$ cat src/rtl/even_issue_ctrl.sv
// Issue/hazard controller for the SPU even pipe.
// Keeps a shadow copy of every in-flight even-pipe instruction (s1..s7).
// It blocks issue on RAW hazards against results that are not ready yet,
// picks forwarding stages for RA/RB/RC, and raises the stage-7 RF write.
module even_issue_ctrl #(
  parameter int REG_ADDR_WD = 7,
  parameter int NUM_STAGES  = 7,
  parameter int CNT_WD      = 16
) (
  input  logic                   clk,
  input  logic                   rst,
  input  logic                   flush,
  input  logic                   iss_valid,
  output logic                   iss_ready,
  input  logic [2:0]             iss_lat,
  input  logic                   iss_rt_we,
  input  logic [REG_ADDR_WD-1:0] iss_rt_addr,
  input  logic [REG_ADDR_WD-1:0] iss_ra_addr,
  input  logic [REG_ADDR_WD-1:0] iss_rb_addr,
  input  logic [REG_ADDR_WD-1:0] iss_rc_addr,
  input  logic [2:0]             iss_src_use,
  output logic [2:0]             fwd_sel_ra,
  output logic [2:0]             fwd_sel_rb,
  output logic [2:0]             fwd_sel_rc,
  output logic [NUM_STAGES-1:0]  stg_valid,
  output logic [REG_ADDR_WD-1:0] rf_addr_s2_ep,
  output logic [REG_ADDR_WD-1:0] rf_addr_s3_ep,
  output logic [REG_ADDR_WD-1:0] rf_addr_s4_ep,
  output logic [REG_ADDR_WD-1:0] rf_addr_s5_ep,
  output logic [REG_ADDR_WD-1:0] rf_addr_s6_ep,
  output logic [REG_ADDR_WD-1:0] rf_addr_s7_ep,
  output logic                   wb_valid,
  output logic [REG_ADDR_WD-1:0] wb_addr,
  output logic [CNT_WD-1:0]      stall_cnt
);

  typedef struct packed {
    logic       hz;
    logic [2:0] sel;
  } src_chk_t;

  logic [NUM_STAGES:1]    stg_vld;
  logic [REG_ADDR_WD-1:0] stg_addr [1:NUM_STAGES];
  logic [2:0]             stg_lat  [1:NUM_STAGES];

  src_chk_t chk_ra, chk_rb, chk_rc;
  logic     accept;

  // Latencies below 2 are treated as 2: stage 1 can never supply a result.
  function automatic logic [2:0] norm_lat(input logic [2:0] lat);
    return (lat < 3'd2) ? 3'd2 : lat;
  endfunction

  // Saturating increment for the stall counter.
  function automatic logic [CNT_WD-1:0] sat_inc(input logic [CNT_WD-1:0] val);
    return (val == {CNT_WD{1'b1}}) ? val : val + 1'b1;
  endfunction

  // Scan oldest to youngest so the youngest (lowest stage) match wins.
  function automatic src_chk_t src_check(input logic [REG_ADDR_WD-1:0] src,
                                         input logic                   used);
    src_chk_t res;
    res = '0;
    if (used) begin
      for (int k = NUM_STAGES; k >= 1; k--) begin
        if (stg_vld[k] && (stg_addr[k] == src)) begin
          if (k >= int'(stg_lat[k])) begin
            res.hz  = 1'b0;
            res.sel = 3'(k);
          end else begin
            res.hz  = 1'b1;
            res.sel = 3'd0;
          end
        end
      end
    end
    return res;
  endfunction

  // Hazard detection and forwarding selects, purely combinational.
  always_comb begin
    chk_ra     = src_check(iss_ra_addr, iss_src_use[0]);
    chk_rb     = src_check(iss_rb_addr, iss_src_use[1]);
    chk_rc     = src_check(iss_rc_addr, iss_src_use[2]);
    iss_ready  = !(chk_ra.hz || chk_rb.hz || chk_rc.hz);
    fwd_sel_ra = chk_ra.sel;
    fwd_sel_rb = chk_rb.sel;
    fwd_sel_rc = chk_rc.sel;
  end

  assign accept = iss_valid && iss_ready && !flush;

  // Shadow pipe: shifts every cycle; flush kills all valids at the edge.
  always_ff @(posedge clk or posedge rst) begin
    if (rst) begin
      stg_vld <= '0;
      for (int k = 1; k <= NUM_STAGES; k++) begin
        stg_addr[k] <= '0;
        stg_lat[k]  <= '0;
      end
    end else begin
      stg_vld[1]  <= accept && iss_rt_we;
      stg_addr[1] <= iss_rt_addr;
      stg_lat[1]  <= norm_lat(iss_lat);
      for (int k = 2; k <= NUM_STAGES; k++) begin
        stg_vld[k]  <= stg_vld[k-1] && !flush;
        stg_addr[k] <= stg_addr[k-1];
        stg_lat[k]  <= stg_lat[k-1];
      end
    end
  end

  // Count cycles where a presented instruction is held back by a hazard.
  always_ff @(posedge clk or posedge rst) begin
    if (rst) begin
      stall_cnt <= '0;
    end else if (iss_valid && !iss_ready && !flush) begin
      stall_cnt <= sat_inc(stall_cnt);
    end
  end

  assign stg_valid     = stg_vld;
  assign rf_addr_s2_ep = stg_addr[2];
  assign rf_addr_s3_ep = stg_addr[3];
  assign rf_addr_s4_ep = stg_addr[4];
  assign rf_addr_s5_ep = stg_addr[5];
  assign rf_addr_s6_ep = stg_addr[6];
  assign rf_addr_s7_ep = stg_addr[7];
  assign wb_valid      = stg_vld[NUM_STAGES];
  assign wb_addr       = stg_addr[NUM_STAGES];

endmodule

$ cat config.mk
export PLATFORM = sky130hd
export DESIGN_NAME = even_issue_ctrl
export DESIGN_NICKNAME = d
export VERILOG_FILES = /design/src/rtl/even_issue_ctrl.sv
export SDC_FILE = /design/constraint.sdc
export NUM_CORES = 1
export LEC_CHECK = 0
export ABC_AREA = 1
export CAP_MARGIN = 10
export CORE_UTILIZATION = 57
export CTS_CLUSTER_DIAMETER = 30
export DETAILED_ROUTE_END_ITERATION = 12
export PLACE_DENSITY = 0.95
export SETUP_SLACK_MARGIN = 0.4
export SLEW_MARGIN = 25
export SYNTH_ARGS = -nofsm -noshare
export SYNTH_HDL_FRONTEND = slang
export SYNTH_SLANG_ARGS = --single-unit
$ cat constraint.sdc
create_clock -name clk -period 7.5 [get_ports clk]
set_input_delay 0.75 -clock clk [delete_from_list [all_inputs] [get_ports clk]]
set_output_delay 0.75 -clock clk [all_outputs]
set_load 0.005 [all_outputs]
==> metrics.cfg <==
[floorplanning]
row_count = 37
core_sq_um = 10400
dieArea_sq_um = 11200
die_x_um = 106
die_y_um = 106
num_io_pins = 122
initial_core_util_pct = 59.2

[synth]
yosysTopAreaCell = dfrtp_1
async_flop_share_pct = 100
synth_edf_count = 0
ys_ff_latch = 90
synth.avg_cell_area_sq_um = 7.00
syn_area_sq_um = 6170
yosys-top-cells-area = dfrtp_1 37%, nand2_1 18%, buf_4 7.9%
yosys_most_used_dff = dfrtp_1
syn_inst = 882
yosys_warnings = 0
yosysUniqueCellTypes = 40
synth_top_area_share_pct = 36.5
synth_fp_nets = 922
ys_seq_area_share_pct = 36.5

[sta]
worst_slew_pin_slew_ps = 734
fin_hold_ws_ps = 354
fin_crit_sh_pct = 56.9
rsz0062_at_grt = false
slew_violations = 0
relSlewSlack_pct = 51.1
setup_tns_ps = 0
fmax_ghz = 0.234
min_period_ps = 4270
finClkSkew_ps = 8.89
setup_slack_ps = 3230
finalHoldViolCount = 0
setup_viol = 0

[power_and_ir_drop]
irDropWorstVdd_mv = 0.115
p_total_uw = 1040
p_per_area_nw_per_um2 = 145
power.leakage_uw = 0.00345

[detailed_routing]
drtPass1Iterations = 5
final_antenna_net_count = 0
detail_route.iter0.violations = 553
drt-total-wl_mm = 19.4
wl_per_cell_um = 17.9
viasPerCell = 5.60
drc = 0
vias = 6079

[finish]
layout.nets = 984
largest_reg_flops = 18
drive_gt1_share_pct = 8.54
multi_input_area_sq_um = 3000
final_common_cell = nand2_1
area.growth.synth_to_final_pct = 16.7
diodes = 0
postLayoutCellArea_sq_um = 7200
final_cell_mix = 301 x nand2_1, 121 x clkdlybuf4s50_1, 90 x dfrtp_1
fill_cells = 907
seqCellArea_sq_um = 2250
top_register = stg_lat
reg_top3 = stg_lat: 18 flops, stall_cnt: 16 flops

[min_path]
hp-class = reg -> reg

[global_routing]
grt_usage_pct = 36.1
grt_pass1_vias = 5771
grt_pass1_wl_mm = 30.5
grt-ovfl-total = 0
antenna_found_initial = 0
grt_max_degree = 56

[clocking]
clock_latency_ps = 380
cts-hold-fix-buffers = 0
cts_sinks = 90
root_buffer = clkbuf_8
cts_tree = yes
cts_max_path_buffers = 2
cts_max_level = 3
cts.reportedPaths.clkPinSlew_ps = 90
post_cts_buffers = 0
cts_resized = 0
cts_made_buffers = 9

[worst_setup_path]
cpPeakStageDelay_ps = 680
worst_ep_required_time_ps = 6750
crit_type = in -> out
critPathArrivalTime_ps = 3520
worst-path-buf-inv = 2
cpLargestDelayFamily = buffers and inverters
end_kind = primary output
cp_cell_sequence = clkdlybuf4s50_1 -> xnor2_1 -> o221ai_1 -> nor3_1 -> nand4_1 -> nand3_1 -> nand4_1 -> a21oi_1 -> clkdlybuf4s50_1
reg2reg_slack_ps = 4980
crit_path_top_delay_cell = clkdlybuf4s50_1
crit_fanout = 8
cp-start-kind = input pin

[placement]
pre_cts_ws_ps = 3280
placed_cell_area_sq_um = 7020
post-dp-hpwl_mm = 15.3
place.gp.congestion = 1.02
port_buffers = 121

[run]
max_cap_viol_count = 0

[outcome]
status = finished, final reports clean

==> cells by family after synthesis <==
kind of cell | after synthesis | synth area share (%)
xor gates and xnor gates | 41 | 5.82
and+or+nand+nor | 511 | 35.9
DFF | 90 | 36.5
buffers and inverters | 171 | 14.8
AOI/OAI and AO/OA | 68 | 6.79
adders and majority gates | 1 | 0.203
==> cells in the mapped netlist, types with 7 or more instances <==
cell	count
a21oi_1	25
buf_4	65
dfrtp_1	90
inv_1	80
inv_2	18
nand2_1	301
nand2_2	26
nand3_1	67
nand4_1	22
nor2_1	67
nor2_2	7
nor3_1	12
o21ai_0	12
xnor2_1	24
xor2_1	17
==> report_power, final <==
part	switching, uW	internal, uW	total (uW)
Clock	189	123	313
Combinational	114	81.3	195
Sequential	30.4	505	535
==> layer usage <==
layer  up-vias  wire [um]  track usage, %
met3        58       1620            6.81
met4         0        952            18.9
li1       2846          -               -
met2       364       8760            55.5
met1      2811       8100            48.4
met5         -          0               0
==> cell type report <==
type,count,area share (%)
clock buffer,10,1.77
tap,136,2.36
multi-input combinational,621,41.7
sequential,90,31.3
inverter,100,5.23
clock inverter,6,0.678
timing repair buffer,122,16.9
==> worst reg2reg max path: stages, from the launching register on <==
cell      delay, ps
dfrtp_1         440
ha_1            280
nand3_1         150
inv_1           130
nand3_1          80
o41ai_1         270
clkinv_1        530
nand2_4         440
nand2_1         100
nand2_1          70
==> path summary, 6_finish.rpt <==
| check | start | endpoint | cells after the start |
|---|---|---|---|
| worst max-delay path | iss_rc_addr[4] | fwd_sel_rc[0] | 9 |
| worst min-delay path | stg_lat[12]$_DFF_PP0_ | stg_lat[9]$_DFF_PP0_ | 0 |
| worst max register to register | stall_cnt[0]$_DFFE_PP0P_ | stall_cnt[14]$_DFFE_PP0P_ | 9 |
| worst min register to register | stg_lat[12]$_DFF_PP0_ | stg_lat[9]$_DFF_PP0_ | 0 |
| max in group asynchronous | rst | rf_addr_s5_ep[6]$_DFF_PP0_ | 3 |
| min in group asynchronous | rst | rf_addr_s4_ep[2]$_DFF_PP0_ | 2 |
==> stage by stage <==
| step | instances | util, % |
|---|---|---|
| global placement | 1069 | 67.4 |
| global route | 1085 | 69.1 |
| detailed placement | 1069 | 67.4 |
| finish | 1085 | 69.1 |
| floorplan | 882 | - |
| CTS | 1085 | 69.1 |
Power figures use the tool's default switching activity.
